## src/rtl/mem_wb_stage_pkg.sv

```systemverilog
// rtl/mem_wb_stage_pkg.sv - shared constants and helpers for the memory/writeback stage
package mem_wb_stage_pkg;

   localparam int TIMEOUT_CYC_DEF = 16;
   localparam int CNT_W           = 8;

   localparam logic [0:0] ST_IDLE   = 1'b0;
   localparam logic [0:0] ST_ACCESS = 1'b1;

   function automatic logic is_misaligned(input logic mem_op, input logic [1:0] addr_lo);
      return mem_op && (addr_lo != 2'b00);
   endfunction

endpackage

```

## src/rtl/mem_access_fsm.sv

```systemverilog
// rtl/mem_access_fsm.sv - data-memory req/ack sequencer with access timeout and pipeline stall
module mem_access_fsm
   import mem_wb_stage_pkg::*;
#(
   parameter int TIMEOUT_CYC = TIMEOUT_CYC_DEF,
   parameter int ADDR_W      = 32
) (
   input  logic              clk,
   input  logic              rst,
   input  logic              memWr_MEM,
   input  logic              Wrback_MEM,
   input  logic [31:0]       AluResult_MEM,
   input  logic [31:0]       WriteMemData_MEM,
   input  logic              dmem_ack,
   output logic              dmem_req,
   output logic              dmem_we,
   output logic [ADDR_W-1:0] dmem_addr,
   output logic [31:0]       dmem_wdata,
   output logic              stall_MEM,
   output logic              acc_idle,
   output logic              acc_done,
   output logic              acc_timeout
);

   logic [0:0]       state;
   logic [CNT_W-1:0] tmo_cnt;
   logic             mem_op;
   logic             start;

   assign mem_op      = memWr_MEM | Wrback_MEM;
   assign acc_idle    = (state == ST_IDLE);
   assign start       = acc_idle && mem_op && !is_misaligned(mem_op, AluResult_MEM[1:0]);
   assign acc_done    = (state == ST_ACCESS) && dmem_ack;
   // An ack on the final allowed cycle still completes the access normally.
   assign acc_timeout = (state == ST_ACCESS) && !dmem_ack &&
                        (tmo_cnt == CNT_W'(TIMEOUT_CYC - 1));
   assign stall_MEM   = start || ((state == ST_ACCESS) && !dmem_ack && !acc_timeout);

   always_ff @(posedge clk or posedge rst) begin
      if (rst) begin
         state      <= ST_IDLE;
         tmo_cnt    <= '0;
         dmem_req   <= 1'b0;
         dmem_we    <= 1'b0;
         dmem_addr  <= '0;
         dmem_wdata <= '0;
      end else begin
         case (state)
            ST_IDLE: begin
               if (start) begin
                  state      <= ST_ACCESS;
                  tmo_cnt    <= '0;
                  dmem_req   <= 1'b1;
                  dmem_we    <= memWr_MEM;
                  dmem_addr  <= ADDR_W'(AluResult_MEM);
                  dmem_wdata <= WriteMemData_MEM;
               end
            end
            ST_ACCESS: begin
               if (acc_done || acc_timeout) begin
                  state    <= ST_IDLE;
                  tmo_cnt  <= '0;
                  dmem_req <= 1'b0;
               end else begin
                  tmo_cnt <= tmo_cnt + CNT_W'(1);
               end
            end
            default: state <= ST_IDLE;
         endcase
      end
   end

endmodule

```

## src/rtl/mem_wb_stage.sv

```systemverilog
// rtl/mem_wb_stage.sv - memory-access stage and MEM/WB pipeline register
module mem_wb_stage
   import mem_wb_stage_pkg::*;
#(
   parameter int TIMEOUT_CYC = TIMEOUT_CYC_DEF,
   parameter int ADDR_W      = 32
) (
   input  logic              clk,
   input  logic              rst,
   input  logic              memWr_MEM,
   input  logic              regWr_MEM,
   input  logic              Wrback_MEM,
   input  logic [31:0]       AluResult_MEM,
   input  logic [31:0]       WriteMemData_MEM,
   input  logic [4:0]        WriteReg_MEM,
   output logic              dmem_req,
   output logic              dmem_we,
   output logic [ADDR_W-1:0] dmem_addr,
   output logic [31:0]       dmem_wdata,
   input  logic [31:0]       dmem_rdata,
   input  logic              dmem_ack,
   output logic              stall_MEM,
   output logic              regWr_WB,
   output logic [4:0]        WriteReg_WB,
   output logic [31:0]       WriteData_WB,
   output logic              memErr_WB
);

   logic        acc_idle;
   logic        acc_done;
   logic        acc_timeout;
   logic        mem_op;
   logic        misalign;
   logic        is_load;
   logic        wb_regwr_nxt;
   logic [31:0] wb_data_nxt;
   logic        wb_err_nxt;

   mem_access_fsm #(
      .TIMEOUT_CYC (TIMEOUT_CYC),
      .ADDR_W      (ADDR_W)
   ) u_fsm (
      .clk              (clk),
      .rst              (rst),
      .memWr_MEM        (memWr_MEM),
      .Wrback_MEM       (Wrback_MEM),
      .AluResult_MEM    (AluResult_MEM),
      .WriteMemData_MEM (WriteMemData_MEM),
      .dmem_ack         (dmem_ack),
      .dmem_req         (dmem_req),
      .dmem_we          (dmem_we),
      .dmem_addr        (dmem_addr),
      .dmem_wdata       (dmem_wdata),
      .stall_MEM        (stall_MEM),
      .acc_idle         (acc_idle),
      .acc_done         (acc_done),
      .acc_timeout      (acc_timeout)
   );

   assign mem_op   = memWr_MEM | Wrback_MEM;
   assign misalign = is_misaligned(mem_op, AluResult_MEM[1:0]);
   // A store takes precedence, so a store never writes the register file.
   assign is_load  = Wrback_MEM & ~memWr_MEM;

   always_comb begin
      wb_regwr_nxt = 1'b0;
      wb_data_nxt  = AluResult_MEM;
      wb_err_nxt   = 1'b0;
      if (acc_idle) begin
         if (misalign) begin
            wb_err_nxt = 1'b1;
         end else if (!mem_op) begin
            wb_regwr_nxt = regWr_MEM;
         end
      end else if (acc_done) begin
         wb_regwr_nxt = regWr_MEM & is_load;
         if (is_load) begin
            wb_data_nxt = dmem_rdata;
         end
      end else if (acc_timeout) begin
         wb_err_nxt = 1'b1;
      end
   end

   always_ff @(posedge clk or posedge rst) begin
      if (rst) begin
         regWr_WB     <= 1'b0;
         WriteReg_WB  <= '0;
         WriteData_WB <= '0;
         memErr_WB    <= 1'b0;
      end else begin
         regWr_WB     <= wb_regwr_nxt;
         WriteReg_WB  <= WriteReg_MEM;
         WriteData_WB <= wb_data_nxt;
         memErr_WB    <= wb_err_nxt;
      end
   end

endmodule

```

## config.mk

```make
export PLATFORM = sky130hd
export DESIGN_NAME = mem_wb_stage
export DESIGN_NICKNAME = d
export VERILOG_FILES = /design/src/rtl/mem_wb_stage_pkg.sv /design/src/rtl/mem_access_fsm.sv /design/src/rtl/mem_wb_stage.sv
export SDC_FILE = /design/constraint.sdc
export NUM_CORES = 1
export LEC_CHECK = 0
export CORE_UTILIZATION = 38
export DETAILED_ROUTE_END_ITERATION = 6
export PLACE_DENSITY = 0.76
export SLEW_MARGIN = 40
export SYNTH_ARGS = -nofsm -noshare
export SYNTH_HDL_FRONTEND = slang
export SYNTH_SLANG_ARGS = --single-unit
export TNS_END_PERCENT = 1
```

## constraint.sdc

```tcl
create_clock -name clk -period 4.5 [get_ports clk]
set_input_delay 1.125 -clock clk [delete_from_list [all_inputs] [get_ports clk]]
set_output_delay 1.125 -clock clk [all_outputs]
set_load 0.005 [all_outputs]
```

==> metrics <==
Slew Viols, Final 0; Post-route DRC 0; synthesized cell area 4340 sq um; io pins 213; die area 11900 sq um; detailed-route via count 3672; kind of start point of the critical path input pin; Synth warnings 0; Post-CTS Resized 0; Required @ worst endpoint 3.38 ns; ys async rst share 1.00; DP HPWL 7990 um; antenna-violating nets left 0; hold-fix buffer count after cts 0; max cap viols 0; status completed; Main synth FF type dfrtp_1; Final Hold Fails 0; Horiz. Die Dim 109 um; initial drt markers 154; fillcell total 832; register area share after synthesis 0.657; Final #Nets 734; layout cell share with drive strength beyond 1 0.108; leakage power 3.35 nW; average routed wire per standard cell 14.8 um; RSZ-0062 raised after global routing false; Final period util 0.841; Post-CTS Setup Inserts 0; Die H 109 um; Worst slew margin 0.501; CTS tree done; initial antenna violation count 0; pwr dens 461 nW/um^2; Yosys cell types 30; share of the synthesized area in the top cell type 0.657; Period minus WS final 3.78 ns; core area 11000 sq um; gr ovfl total 0; Post-synth top cells 194 x nand2_1, 114 x dfrtp_1, 30 x mux2_2; top post-synthesis cells by area dfrtp_1 66%, nand2_1 17%, mux2_2 7.8%; final-report setup violation count 0; Initial Util 0.396; Avg Cell Area, Syn 10.6 sq um; drt first pass iters 4; worst skew pair latency 0.41 ns; Slew @ Worst Pin 0.741 ns; Post-Syn Instances 410; Detailed Route WL 11500 um; HP Class reg -> reg; final hold slack 0.467 ns; global-route wire length before repair 17600 um; placer congestion estimate 0.789; setup TNS 0 ns; most frequent cell after synthesis nand2_1; Arr. time, crit path 2.66 ns; Max IR drop VDD 0.000308 V; register area 2850 sq um; H-Tree Level Count 4; crit path kind in -> out; post-DR vias/cell 4.71; vias in the first global route 3752; Post-synth EDFFs 0; largest net degree at the start of global routing 68; Worst-path clk slew 0.05 ns; clock root cell clkbuf_16; CP endpoint kind primary output; PortBufs 212; Tot GR Track Use 0.199; area leader, netlist dfrtp_1; area growth from synthesis to layout 67.3%; ANT cells 0; clock buffer depth 2; worst-path fanout max 4; FP Rows 38; Num CTS Buffers 17; Seq cells post-synth 114; clk_skew 0.00649 ns; clk sink count 114; fmax 0.264 GHz; multi-input logic area 1400 sq um; Syn Nets 518
power breakdown:
| part | leakage [nW] | switching, mW | internal, mW |
|---|---|---|---|
| clock network | 0.319 | 0.448 | 1.04 |
| logic | 1.63 | 0.227 | 0.388 |
| registers | 1.40 | 0.0781 | 1.17 |
| total | 3.35 | 0.753 | 2.60 |
critical path, cell delays in order:
cell             delay (ns)
clkdlybuf4s50_1        0.47
nor3_2                 0.37
o21ai_4                0.11
nand2_1                0.07
clkdlybuf4s50_1        0.52
through the flow:
stage,worst slack (ns),cells,power [mW],instance area (sq um),utilization
after detailed placement,0.705,747,1.89,6600,0.601
after CTS,0.707,779,3.39,7260,0.661
final,0.718,779,3.35,7270,0.662
after global placement,0.744,747,1.87,6600,0.601
after global routing,0.634,779,3.50,7270,0.662
after floorplan,0.359,410,1.44,4340,-
cell families (layout without fill, tap and decap cells):
logic type      Yosys count  after routing  share of synthesized area
fa+ha+maj                 1              1                    0.00288
simple gates            217            217                      0.202
compound gates           22             22                     0.0294
mux                      32             32                     0.0829
buf+inv                  24            253                     0.0265
flops                   114            114                      0.657
sequential cells by signal, indices dropped and copies added, names as in the netlist:
name	flops
u_fsm.state	1
u_fsm.dmem_req	1
u_fsm.dmem_we	1
memErr_WB	1
WriteData_WB	32
u_fsm.dmem_addr	32
u_fsm.tmo_cnt	8
regWr_WB	1
u_fsm.dmem_wdata	32
WriteReg_WB	5
final timing paths:
check                      slack [ns]                            start  cells after the start                         endpoint
max in group asynchronous        2.53                              rst                      3  u_fsm.dmem_wdata[1]$_DFFE_PP0P_
setup / recovery                 0.72                 AluResult_MEM[1]                      5                        stall_MEM
hold / removal                   0.47  u_fsm.dmem_addr[22]$_DFFE_PP0P_                      2  u_fsm.dmem_addr[22]$_DFFE_PP0P_
hold reg to reg                  0.47  u_fsm.dmem_addr[22]$_DFFE_PP0P_                      2  u_fsm.dmem_addr[22]$_DFFE_PP0P_
setup reg to reg                 2.42            u_fsm.state$_DFF_PP0_                      5     u_fsm.tmo_cnt[5]$_DFFE_PP0P_
min in group asynchronous        1.16                              rst                      2  u_fsm.dmem_wdata[9]$_DFFE_PP0P_
metal layers:
layer	share of wire	wire length, um	up-vias	track usage
met3	0.085	976	21	0.0926
met5	0	0	-	0
met2	0.50	5770	147	0.334
li1	-	-	1743	-
met4	0.021	240	0	0.0888
met1	0.39	4530	1761	0.212
cell usage in the layout, fill, tap and decap left out, types with 5 or more instances in the layout:
cell / synthesis / routed
buf_4: 1 / 5
clkdlybuf4s50_1: 0 / 212
dfrtp_1: 114 / 114
clkbuf_16: 0 / 17
o21ai_0: 10 / 10
or3_1: 6 / 6
a21oi_1: 7 / 7
bufinv_16: 0 / 5
mux2_2: 30 / 30
nand2_1: 194 / 194
cell type report:
cell class                      count  share of cell area
Clock inverter                      9              0.0241
Clock buffer                       23              0.0672
Multi-Input combinational cell    272               0.192
Timing Repair Buffer              217               0.297
Inverter                            4             0.00276
Sequential cell                   114               0.393
Tap cell                          140              0.0241
Note: power is estimated with default switching activity, not from simulation.
